`src/rtl/cambus_pkg.sv`:
```
// Camera bus word layout shared by the capture FIFO and its neighbours.
package cambus_pkg;

    localparam int unsigned CAMBUS_W         = 14;
    localparam int unsigned CAMBUS_HSYNC_BIT = 13;
    localparam int unsigned CAMBUS_VSYNC_BIT = 12;
    localparam int unsigned CAMBUS_PIX_MSB   = 11;

    typedef struct packed {
        logic                    hsync;
        logic                    vsync;
        logic [CAMBUS_PIX_MSB:0] pixel;
    } cambus_word_t;

endpackage

```
`src/rtl/cambus_fifo_if.sv`:
```
// Handshake bundle between the camera bus writer, the FIFO and the line reader.
// usedw is present only when CAMBUS_FIFO_USEDW_EN is defined.
interface cambus_fifo_if
    import cambus_pkg::*;
#(
    parameter int unsigned WIDTH = CAMBUS_W,
    parameter int unsigned DEPTH = 16
);
    localparam int unsigned AW = $clog2(DEPTH);

    logic             wrreq;
    logic [WIDTH-1:0] data;
    logic             wrfull;
    logic             rdreq;
    logic             rdempty;
    logic [WIDTH-1:0] q;
`ifdef CAMBUS_FIFO_USEDW_EN
    logic [AW:0]      usedw;
`endif

    modport master (
`ifdef CAMBUS_FIFO_USEDW_EN
        input  usedw,
`endif
        output wrreq, data, rdreq,
        input  wrfull, rdempty, q
    );

    modport slave (
`ifdef CAMBUS_FIFO_USEDW_EN
        output usedw,
`endif
        input  wrreq, data, rdreq,
        output wrfull, rdempty, q
    );

endinterface

```
`src/rtl/cambus_fifo_ram.sv`:
```
// Simple dual-port RAM: one write port, one registered read port with enable.
// Only the read register is reset; storage contents survive reset.
module cambus_fifo_ram
    import cambus_pkg::*;
#(
    parameter int unsigned WIDTH = CAMBUS_W,
    parameter int unsigned DEPTH = 16
) (
    input  logic                     clk,
    input  logic                     rst_n,
    input  logic                     we,
    input  logic [$clog2(DEPTH)-1:0] waddr,
    input  logic [WIDTH-1:0]         wdata,
    input  logic                     re,
    input  logic [$clog2(DEPTH)-1:0] raddr,
    output logic [WIDTH-1:0]         q
);

    logic [WIDTH-1:0] mem [DEPTH];

    always_ff @(posedge clk) begin
        if (we) mem[waddr] <= wdata;
    end

    always_ff @(posedge clk or negedge rst_n) begin
        if (!rst_n)  q <= '0;
        else if (re) q <= mem[raddr];
    end

endmodule

```
`src/rtl/cambus_fifo.sv`:
```
// Single-clock non-showahead FIFO for camera bus words ({hsync, vsync, pixel}).
// Optional occupancy output: define CAMBUS_FIFO_USEDW_EN.
module cambus_fifo
    import cambus_pkg::*;
#(
    parameter int unsigned WIDTH = CAMBUS_W,
    parameter int unsigned DEPTH = 16
) (
    input  logic         clk,
    input  logic         rst_n,
    cambus_fifo_if.slave bus
);

    localparam int unsigned AW       = $clog2(DEPTH);
    localparam logic [AW:0] FULL_CNT = (AW+1)'(DEPTH);

    logic [AW-1:0] wp, rp;
    logic [AW:0]   cnt;
    logic          wr_ok, rd_ok;

    // Flags come from registered cnt only, so full+both favours the read and
    // empty+both favours the write without any extra arbitration.
    assign bus.wrfull  = (cnt == FULL_CNT);
    assign bus.rdempty = (cnt == '0);
    assign wr_ok       = bus.wrreq & ~bus.wrfull;
    assign rd_ok       = bus.rdreq & ~bus.rdempty;

`ifdef CAMBUS_FIFO_USEDW_EN
    assign bus.usedw = cnt;
`endif

    always_ff @(posedge clk or negedge rst_n) begin
        if (!rst_n) begin
            wp  <= '0;
            rp  <= '0;
            cnt <= '0;
        end else begin
            if (wr_ok) wp <= wp + AW'(1);
            if (rd_ok) rp <= rp + AW'(1);
            case ({wr_ok, rd_ok})
                2'b10:   cnt <= cnt + (AW+1)'(1);
                2'b01:   cnt <= cnt - (AW+1)'(1);
                default: cnt <= cnt;
            endcase
        end
    end

    cambus_fifo_ram #(
        .WIDTH (WIDTH),
        .DEPTH (DEPTH)
    ) u_ram (
        .clk   (clk),
        .rst_n (rst_n),
        .we    (wr_ok),
        .waddr (wp),
        .wdata (bus.data),
        .re    (rd_ok),
        .raddr (rp),
        .q     (bus.q)
    );

endmodule

```
`src/flat_wrapper.sv`:
```
// flat-port wrapper written by rule: the top's interface ports become plain ports
module cambus_fifo_flat import cambus_pkg::*;
#(
    parameter int unsigned WIDTH = CAMBUS_W,
    parameter int unsigned DEPTH = 16
)
  (clk, rst_n, bus_wrreq, bus_data, bus_rdreq, bus_wrfull, bus_rdempty, bus_q);
  cambus_fifo_if #(.WIDTH(WIDTH), .DEPTH(DEPTH)) bus_i ();
  input  logic clk;
  input  logic rst_n;
  input wire logic [$bits(bus_i.wrreq)-1:0] bus_wrreq;
  input wire logic [$bits(bus_i.data)-1:0] bus_data;
  input wire logic [$bits(bus_i.rdreq)-1:0] bus_rdreq;
  output wire logic [$bits(bus_i.wrfull)-1:0] bus_wrfull;
  output wire logic [$bits(bus_i.rdempty)-1:0] bus_rdempty;
  output wire logic [$bits(bus_i.q)-1:0] bus_q;
  assign bus_i.wrreq = bus_wrreq;
  assign bus_i.data = bus_data;
  assign bus_i.rdreq = bus_rdreq;
  assign bus_wrfull = bus_i.wrfull;
  assign bus_rdempty = bus_i.rdempty;
  assign bus_q = bus_i.q;
  cambus_fifo #(.WIDTH(WIDTH), .DEPTH(DEPTH)) u_core (.clk(clk), .rst_n(rst_n), .bus(bus_i));
endmodule
```
`config.mk`:
```
export PLATFORM = sky130hd
export DESIGN_NAME = cambus_fifo_flat
export DESIGN_NICKNAME = d
export VERILOG_FILES = /design/src/rtl/cambus_pkg.sv /design/src/rtl/cambus_fifo_if.sv /design/src/rtl/cambus_fifo_ram.sv /design/src/rtl/cambus_fifo.sv /design/src/flat_wrapper.sv
export SDC_FILE = /design/constraint.sdc
export NUM_CORES = 1
export LEC_CHECK = 0
export ABC_AREA = 1
export CORE_AREA = 2 2 152 154
export CTS_BUF_LIST = sky130_fd_sc_hd__clkbuf_4
export CTS_CLUSTER_DIAMETER = 100
export DETAILED_ROUTE_END_ITERATION = 8
export DIE_AREA = 0 0 154 156
export PLACE_DENSITY = 0.74
export SLEW_MARGIN = 20
export SYNTH_ARGS = -nofsm -noshare
export SYNTH_HDL_FRONTEND = slang
export SYNTH_SLANG_ARGS = --single-unit
```
`constraint.sdc`:
```
create_clock -name clk -period 4.6 [get_ports clk]
set_clock_uncertainty 0.2 [all_clocks]
set_input_delay 0.46 -clock clk [delete_from_list [all_inputs] [get_ports clk]]
set_output_delay 0.46 -clock clk [all_outputs]
set_load 0.1 [all_outputs]
```
* After elaboration in Yosys (flattened, before gate mapping)
Memories as Yosys holds them, arrays and structs flattened. A register that Yosys moved wholly into a read port is not among the register bits. Index checks and enable logic that the tools add are counted. W data, S select, Z words.
Cells by class: $add $sub $neg 4, equal/unequal tests 3, mux-type cells 3, bitwise logic cells 4, reductions and logical operators 3
Operators with widths (number):
- $pmux W5 S2 | 1
- $add A4 B1 Y4 const B | 2
- $add A5 B1 Y5 const B | 1
- $eq A5 B5 Y1 const B | 1
- $logic_not A5 Y1 | 1
- $sub A5 B1 Y5 const B | 1
- $and A1 B1 Y1 | 2
- $eq A2 B1 Y1 const B | 1
- $eq A2 B2 Y1 const B | 1
- $mux W1 | 2
- $not A1 Y1 | 2
- $reduce_bool A2 Y1 | 1
- $logic_not A1 Y1 | 1
Word-level totals: register bits after elaboration 13, memory bits (writable) 224, input bits 18, output and inout port bits 16, logic and storage cells 21, memories 1
Memories:
- u_core.u_ram.mem | words 16, bits a word 14, read ports 1, clocked after Yosys merged registers in 1, wr ports 1, RTL line cambus_fifo_ram.sv:19 | logic [WIDTH-1:0] mem [DEPTH];

* Longest topological paths before layout
Gate-level depths: netlist (run 1).
depth after elaboration 5, gate-level depth with buffers 13, gate-level depth less buffers 12

* Cells and area by module
From an unflattened synthesis (run 1), not the netlist that was laid out.
Unflattened totals: cells, all modules 924, area, all modules 10457.5 um2
Modules (own cells, without submodules):
- cambus_fifo_ram | instances 1, cells an instance 822, area each 9626.7 um2, sequential area each 7076.8 um2
- cambus_fifo | instances 1, cells an instance 102, area each 830.8 um2, sequential area each 325.3 um2

* Least setup slack after synthesis (run 1)
OpenSTA, ideal clock, no wires.
kind reg-to-reg, start point register u_core.cnt[0], end point register u_core.cnt[4], library setup time 0.065 ns, data arrival time 2.287 ns, required time 4.335 ns, path slack 2.049 ns, cell stages (with the launch flop) 14, buffers on the path 1, period minus slack after synthesis 2.551 ns, cells stage by stage dfrtp_1 nor4_2 nand2_1 nand2_2 inv_2 buf_6 ha_1 fa_1 a21oi_1 nor2_1 nor2_1 xor2_1 nand2_1 nand2_1
On the way: longest elaborated chain between the ends 5, elaborated cells on any way between the ends 12
Ends and longest elaborated chain:
- start: declaration | RTL line cambus_fifo.sv:18 | logic [AW:0] cnt;
- start signal: assignment | RTL line cambus_fifo.sv:41 | 2'b10: cnt <= cnt + (AW+1)'(1);
- start signal: assignment | RTL line cambus_fifo.sv:42 | 2'b01: cnt <= cnt - (AW+1)'(1);
- start signal: assignment | RTL line cambus_fifo.sv:43 | default: cnt <= cnt;
- $logic_not A5 Y1 * | RTL line cambus_fifo.sv:24 | assign bus.rdempty = (cnt == '0);
- $not A1 Y1 * | RTL line cambus_fifo.sv:26 | assign rd_ok = bus.rdreq & ~bus.rdempty;
- $and A1 B1 Y1 * | RTL line cambus_fifo.sv:26
- net u_core.rd_ok | RTL line cambus_fifo.sv:19 | logic wr_ok, rd_ok;
- $eq A2 B1 Y1 or $eq A2 B2 Y1 (tied branches) | RTL line cambus_fifo.sv:40 | case ({wr_ok, rd_ok})
- $pmux W5 S2 or $reduce_bool A2 Y1 (tied branches)
The timed path passes the listed nets; every way through them passes the cells marked *. A chain may end at the register's enable or synchronous reset.

* Final worst setup path (run 1)
start point register u_core.cnt[0], end point output bus_rdempty
On the way: longest elaborated chain between the ends 1
Ends and longest elaborated chain:
- $logic_not A5 Y1 | RTL line cambus_fifo.sv:24
- end: declaration | RTL line flat_wrapper.sv:15 | output wire logic [$bits(bus_i.rdempty)-1:0] bus_rdempty;
No other way between the ends.

==> metrics.md, run 1 <==
| Metric | Value |
|---|---|
| Startpoint type of the worst setup path | `flip-flop` |
| Post-route met1 wirelength | `9920 um` |
| Initial antenna violation count | `1` |
| Via count of the first global-routing pass | `7415` |
| Unrepaired setup endpoints after global routing | `no` |
| Max-cap viol count | `0` |
| Number of max-slew violations in the final report | `0` |
| FMAX | `288 MHz` |
| Terminus of the critical flop-to-flop path | `u_core.cnt[4]` |
| Most common cell after layout, fill and taps aside | `sky130_fd_sc_hd__nand2_1` |
| DIE HEIGHT | `156 um` |
| Area growth from synthesis to layout | `12.8%` |
| Final instance area | `12500 um^2` |
| Post-layout nets | `1168` |
| Area of placed instances | `11600 um^2` |
| Slew margin rel. | `0.313` |
| Avg Inst Size Synth | `10.2 um^2` |
| Routed vias/inst | `5.10` |
| Router iterations before antenna repair | `5` |
| Insertion delay of the later-clocked pin in the worst-skew pair | `710 ps` |
| Dpl ws | `1540 ps` |
| Initial Utilization | `0.494` |
| Final sum of negative setup slack | `0 ps` |
| Critical path peak fanout | `4` |
| Port bufs | `33` |
| Number of clock sinks | `251` |
| Layout cell share with drive strength beyond 1 | `0.110` |
| Final worst-path setup slack | `1130 ps` |
| Routability congestion estimate | `0.801` |
| Final core area utilization | `0.557` |
| Crit path capture type | `primary output` |
| Synthesized netlist net count | `1109` |
| Pin count of the biggest net entering global routing | `108` |
| Row cnt | `55` |
| Hold path start | `u_core.u_ram.q[1]` |
| # setup viols final | `0` |
| Number of hold violations in the final report | `0` |
| Critical Setup Path Class | `flip-flop to primary output` |
| Post-synth design cell area | `11000 um^2` |
| Post-route minimum period | `3470 ps` |
| Horiz. Die Dim | `154 um` |
| Count of antenna-violating nets left after detailed routing | `0` |
| TritonCTS clock tree | `yes` |
| Detail Placement HPWL | `14800 um` |
| Filler cell count | `1864` |
| Cell depth of the worst flop-to-flop path | `12` |
| Cells on Worst Hold Path | `2` |
| DRT iter0 DRCs | `756` |
| Count of non-filler cells in the finished layout | `1472` |
| Critical path launch point | `u_core.cnt[0]` |
| Global-route wire length before repair | `39700 um` |
| Number of top-level design ports | `34` |
| Required @ worst endpoint | `3940 ps` |
| Type of the most critical hold path | `flip-flop to flip-flop` |
| Final wirelength | `25100 um` |
| Full die area | `24000 um^2` |
| Cts repair resizes | `0` |
| Leakage power | `5.48 nW` |
| Total placed cells including tap cells | `1361` |
| Met2 routed wirelength | `12600 um` |
| Met3 wirelength from detailed routing | `1920 um` |
| Reg-to-reg slack, setup | `1500 ps` |
| Ratio of final minimum period to clock period | `0.755` |
| Post-CTS repair timing setup buffer count | `0` |
| Cts-stage hold buffer count | `1` |
| DR DRC count | `0` |
| Synthesis-stage register bit count | `251` |
| Run status | `complete, no violations` |
| Cell count after synthesis | `1081` |
| Number of buffers created by CTS | `61` |
| CTS clk-pin slew, worst paths | `60 ps` |
| Worst endpoint data arrival time | `2810 ps` |
| CTS root buf | `sky130_fd_sc_hd__clkbuf_4` |
| Via count | `7513` |
| Number of warnings issued by yosys | `0` |
| Commonest cells after routing, fill and taps aside | `sky130_fd_sc_hd__nand2_1 (373), sky130_fd_sc_hd__edfxtp_1 (224), sky130_fd_sc_hd__inv_1 (184), sky130_fd_sc_hd__nand3_1 (170), sky130_fd_sc_hd__clkbuf_4 (89)` |
| Total routing usage reported by global routing | `0.216` |
| Post-synthesis sequential area ratio | `0.670` |
| Maximum vdd ir drop | `286 uV` |
| Maximum buffer depth of the clock tree | `3` |
| Worst-margin pin slew | `1030 ps` |
| Top Layer Used | `met4` |
| Number of unique standard cell types used by synthesis | `25` |
| Drt wl/cell | `17.1 um` |
| Cell area power density | `607 nW/um^2` |
| H-tree levels | `2` |
| Launching point of the worst reg2reg path | `u_core.cnt[0]` |
| Hold-critical path endpoint | `u_core.u_ram.q[1]` |
| Core box area | `22400 um^2` |
| Overflow left after global routing | `0` |
-- worst max path at each step --
| stage | to | slack, ps | depth (start not counted) |
|---|---|---|---|
| after global routing | bus_rdempty | 980 | 4 |
| final | bus_rdempty | 1130 | 4 |
| after floorplan | u_core.cnt[4] | 2050 | 13 |
| after detailed placement | u_core.cnt[4] | 1540 | 12 |
| after global placement | u_core.cnt[4] | 1570 | 12 |
| after CTS | bus_rdempty | 1080 | 4 |
-- flip-flops by register name, indices dropped and copies added (netlist names) --
signal and flops:
u_core.u_ram.mem 224, u_core.u_ram.q 14, u_core.wp 4, u_core.rp 4, u_core.cnt 5
-- cells in the mapped netlist, drive strengths merged --
cell    number  area (um^2)
a21boi       1         7.51
a21oi        2         10.0
a31oi        1         6.26
buf         41          288
clkbuf      11         42.5
dfrtp       27          676
edfxtp     224         6730
fa           1         20.0
ha           9          113
inv        188          708
nand2      374         1410
nand3      170          851
nor2         4         15.0
nor3        16         80.1
nor4         1         12.5
o21ai        4         20.0
xnor2        4         35.0
xor2         3         26.3
-- worst max-delay path: stages (launching register included) --
cell                              delay [ps]
sky130_fd_sc_hd__dfrtp_1                 440
sky130_fd_sc_hd__nor4_2                  360
sky130_fd_sc_hd__nand2_1                 130
sky130_fd_sc_hd__inv_1                    70
sky130_fd_sc_hd__clkdlybuf4s50_1        1120
-- routing by layer --
layer	vias up	global-route usage
met1	3512	0.271
met4	0	0.0814
met2	316	0.374
li1	3638	-
met5	-	0
met3	47	0.0400
-- cell families after synthesis --
| kind of cell | count (synthesis) | synth area share |
|---|---|---|
| fa+ha+maj | 10 | 0.0120 |
| compound gates | 8 | 0.00397 |
| xor+xnor | 7 | 0.00555 |
| simple gates | 565 | 0.214 |
| buf+inv | 240 | 0.0940 |
| flops | 251 | 0.670 |
-- stage by stage --
step / hold WS, ps / power (mW)
finish: 286 / 7.56
global route: 313 / 7.99
CTS: 288 / 7.59
detailed placement: 270 / 5.75
global placement: 273 / 5.68
floorplan: -35.6 / 4.98
-- cell type report --
type,instances,area [um^2],share of cell area
clock buffer,89,668,0.0537
multi-input combinational,590,2730,0.219
clock inverter,20,128,0.0102
inverter,188,709,0.0570
tap,285,357,0.0286
sequential,251,7410,0.595
antenna,1,2.50,0.000201
timing repair buffer,48,449,0.0361
-- report_power, final --
part           total, mW  internal, mW  switching, mW
logic               2.80         0.720           2.08
registers           2.92          2.77          0.154
clock network       1.84         0.993          0.848
Power figures use the tool's default switching activity.
==> run 2, diff against run 1 <==
Clock period 4.6 ns to 3.58 ns, I/O delays scaled along.
==> metrics.md, run 2 (synthesized netlist as in run 1, its figures left out) <==
| Metric | Value |
|---|---|
| Insertion delay of the later-clocked pin in the worst-skew pair | `660 ps` |
| Hold path start | `u_core.u_ram.q[13]` |
| Final wirelength | `24500 um` |
| Via count of the first global-routing pass | `7533` |
| Leading registers by flop count | `u_core.u_ram.mem: 224 flops, u_core.u_ram.q: 14 flops, u_core.cnt: 5 flops` |
| Cell depth of the worst flop-to-flop path | `12` |
| Filler cell count | `1878` |
| Critical Path Most Common Cell | `sky130_fd_sc_hd__nand2_1` |
| Post-layout nets | `1188` |
| Crit path capture type | `flip-flop` |
| Register containing the most flip-flops in the final layout | `u_core.u_ram.mem` |
| Area used by multi-input combinational logic | `2680 um^2` |
| Worst Setup EP | `u_core.cnt[4]` |
| Final sum of negative setup slack | `0 ps` |
| Number of max-slew violations in the final report | `0` |
| Number of clock sinks | `251` |
| DR DRC count | `0` |
| Via count | `7661` |
| Leakage power | `5.55 nW` |
| DIE HEIGHT | `156 um` |
| Run status | `complete, no violations` |
| Routability congestion estimate | `0.799` |
| Commonest cells after routing, fill and taps aside | `sky130_fd_sc_hd__nand2_1 (373), sky130_fd_sc_hd__edfxtp_1 (224), sky130_fd_sc_hd__inv_1 (184), sky130_fd_sc_hd__nand3_1 (170), sky130_fd_sc_hd__clkbuf_4 (100)` |
| Total routing usage reported by global routing | `0.211` |
| Worst-margin pin slew | `986 ps` |
| Part of the power in combinational logic | `0.365` |
| Cell internal power dissipation | `5.86 mW` |
| Unrepaired setup endpoints after global routing | `no` |
| # setup viols final | `0` |
| Row cnt | `55` |
| Overflow left after global routing | `0` |
| Dpl ws | `791 ps` |
| Critical path peak fanout | `18` |
| Number of buffers created by CTS | `67` |
| FMAX | `358 MHz` |
| Crit path max-delay family | `simple AND/OR/NAND/NOR gates` |
| Slowest-stage cell, CP | `sky130_fd_sc_hd__dfrtp_1` |
| Type of the most critical hold path | `flip-flop to flip-flop` |
| Router iterations before antenna repair | `5` |
| Core box area | `22400 um^2` |
| Post-CTS repair timing setup buffer count | `0` |
| Port bufs | `33` |
| Drt wl/cell | `16.5 um` |
| Largest register FFs | `224` |
| Bufs and invs on worst path | `1` |
| Maximum buffer depth of the clock tree | `3` |
| Number of hold violations in the final report | `0` |
| Post-route minimum period | `2790 ps` |
| Pin count of the biggest net entering global routing | `116` |
| Final core area utilization | `0.562` |
| Total Power | `9.74 mW` |
| CTS clk-pin slew, worst paths | `60 ps` |
| Count of non-filler cells in the finished layout | `1492` |
| Critical Setup Path Class | `flip-flop to flip-flop` |
| Cell-by-cell trace of the critical path | `nor4_2 > nand2_1 > nand2_2 > inv_2 > ha_1 > fa_1 > a21oi_1 > nor2_1 > nor2_1 > xor2_1 > nand2_1 > nand2_1` |
| Detail Placement HPWL | `14000 um` |
| Final worst-path setup slack | `788 ps` |
| Maximum vdd ir drop | `432 uV` |
| Reg-to-reg slack, setup | `790 ps` |
| TritonCTS clock tree | `yes` |
| Critical path launch point | `u_core.cnt[0]` |
| Count of antenna-violating nets left after detailed routing | `0` |
| Layout cell share with drive strength beyond 1 | `0.134` |
| Required @ worst endpoint | `3960 ps` |
| Cell area power density | `775 nW/um^2` |
| Routed vias/inst | `5.13` |
| Global-route wire length before repair | `39100 um` |
| Launching point of the worst reg2reg path | `u_core.cnt[0]` |
| CTS root buf | `sky130_fd_sc_hd__clkbuf_4` |
| Number of top-level design ports | `34` |
| Initial Utilization | `0.494` |
| Full die area | `24000 um^2` |
| Clk pwr share | `0.253` |
| Startpoint type of the worst setup path | `flip-flop` |
| Largest incremental delay on the critical path | `440 ps` |
| Logic depth of the worst path, buffers included | `12` |
| Horiz. Die Dim | `154 um` |
| Slew margin rel. | `0.341` |
| Psw | `3.88 mW` |
| Sequential share of power | `0.382` |
| Area growth from synthesis to layout | `13.8%` |
| Initial antenna violation count | `2` |
| DRT iter0 DRCs | `752` |
| Switching share of power | `0.398` |
| H-tree levels | `3` |
| Total placed cells including tap cells | `1375` |
| Terminus of the critical flop-to-flop path | `u_core.cnt[4]` |
| Ratio of final minimum period to clock period | `0.780` |
| Most common cell after layout, fill and taps aside | `sky130_fd_sc_hd__nand2_1` |
| Total area of sequential cells | `7410 um^2` |
| Max-cap viol count | `0` |
| Worst endpoint data arrival time | `3180 ps` |
[run 2: area by class of cell]
class | instances | share of cell area
Clock buffer | 100 | 0.0597
Inverter | 188 | 0.0564
Sequential cell | 251 | 0.589
Timing Repair Buffer | 62 | 0.0454
Clock inverter | 14 | 0.00677
Multi-Input combinational cell | 590 | 0.213
Tap cell | 285 | 0.0284
Antenna cell | 2 | 0.000398
[run 2: how the worst min path moves through the flow]
stage | end | slack (ps) | cells past startpoint
finish | u_core.u_ram.q[13] | 280 | 2
CTS | u_core.rp[0] | 270 | 5
detailed placement | u_core.u_ram.q[11] | 260 | 2
global placement | u_core.u_ram.q[13] | 260 | 2
global route | u_core.u_ram.q[13] | 310 | 2
floorplan | u_core.cnt[0] | -140 | 0
[run 2: repair_timing]
item | in CTS | in global routing
endpoints found under the hold margin | 14 | 0
resized for setup | 0 | 0
hold buffers | 1 | 0
[run 2: worst min-delay path, stage by stage (launching register included)]
cell and delay [ps]:
sky130_fd_sc_hd__dfrtp_1 340, sky130_fd_sc_hd__nand2_1 60, sky130_fd_sc_hd__nand2_1 50
[run 2: power groups by stage]
stage / sequential [mW] / combinational, mW / clock (mW)
3_3_place_gp: 3.77 / 3.49 / 0
5_1_grt: 3.75 / 3.93 / 2.69
2_1_floorplan: 4.30 / 2.10 / 0
6_report: 3.72 / 3.55 / 2.47
4_1_cts: 3.72 / 3.57 / 2.52
3_5_place_dp: 3.78 / 3.56 / 0
[run 2: per-layer routing]
| metal | vias to the layer above | part of all wire | global-route usage | wire, um |
|---|---|---|---|---|
| met4 | 0 | 0.021 | 0.0841 | 511 |
| met5 | - | 0 | 0 | 0 |
| met2 | 343 | 0.48 | 0.345 | 11800 |
| li1 | 3674 | - | - | - |
| met1 | 3598 | 0.42 | 0.275 | 10200 |
| met3 | 46 | 0.083 | 0.0511 | 2030 |
[run 2: metrics by stage]
step | cell area (um^2) | hold WS, ps
after floorplan | 11000 | -138
after global placement | 11700 | 263
after detailed placement | 11700 | 265
after CTS | 12600 | 267
after global routing | 12600 | 308
final | 12600 | 279
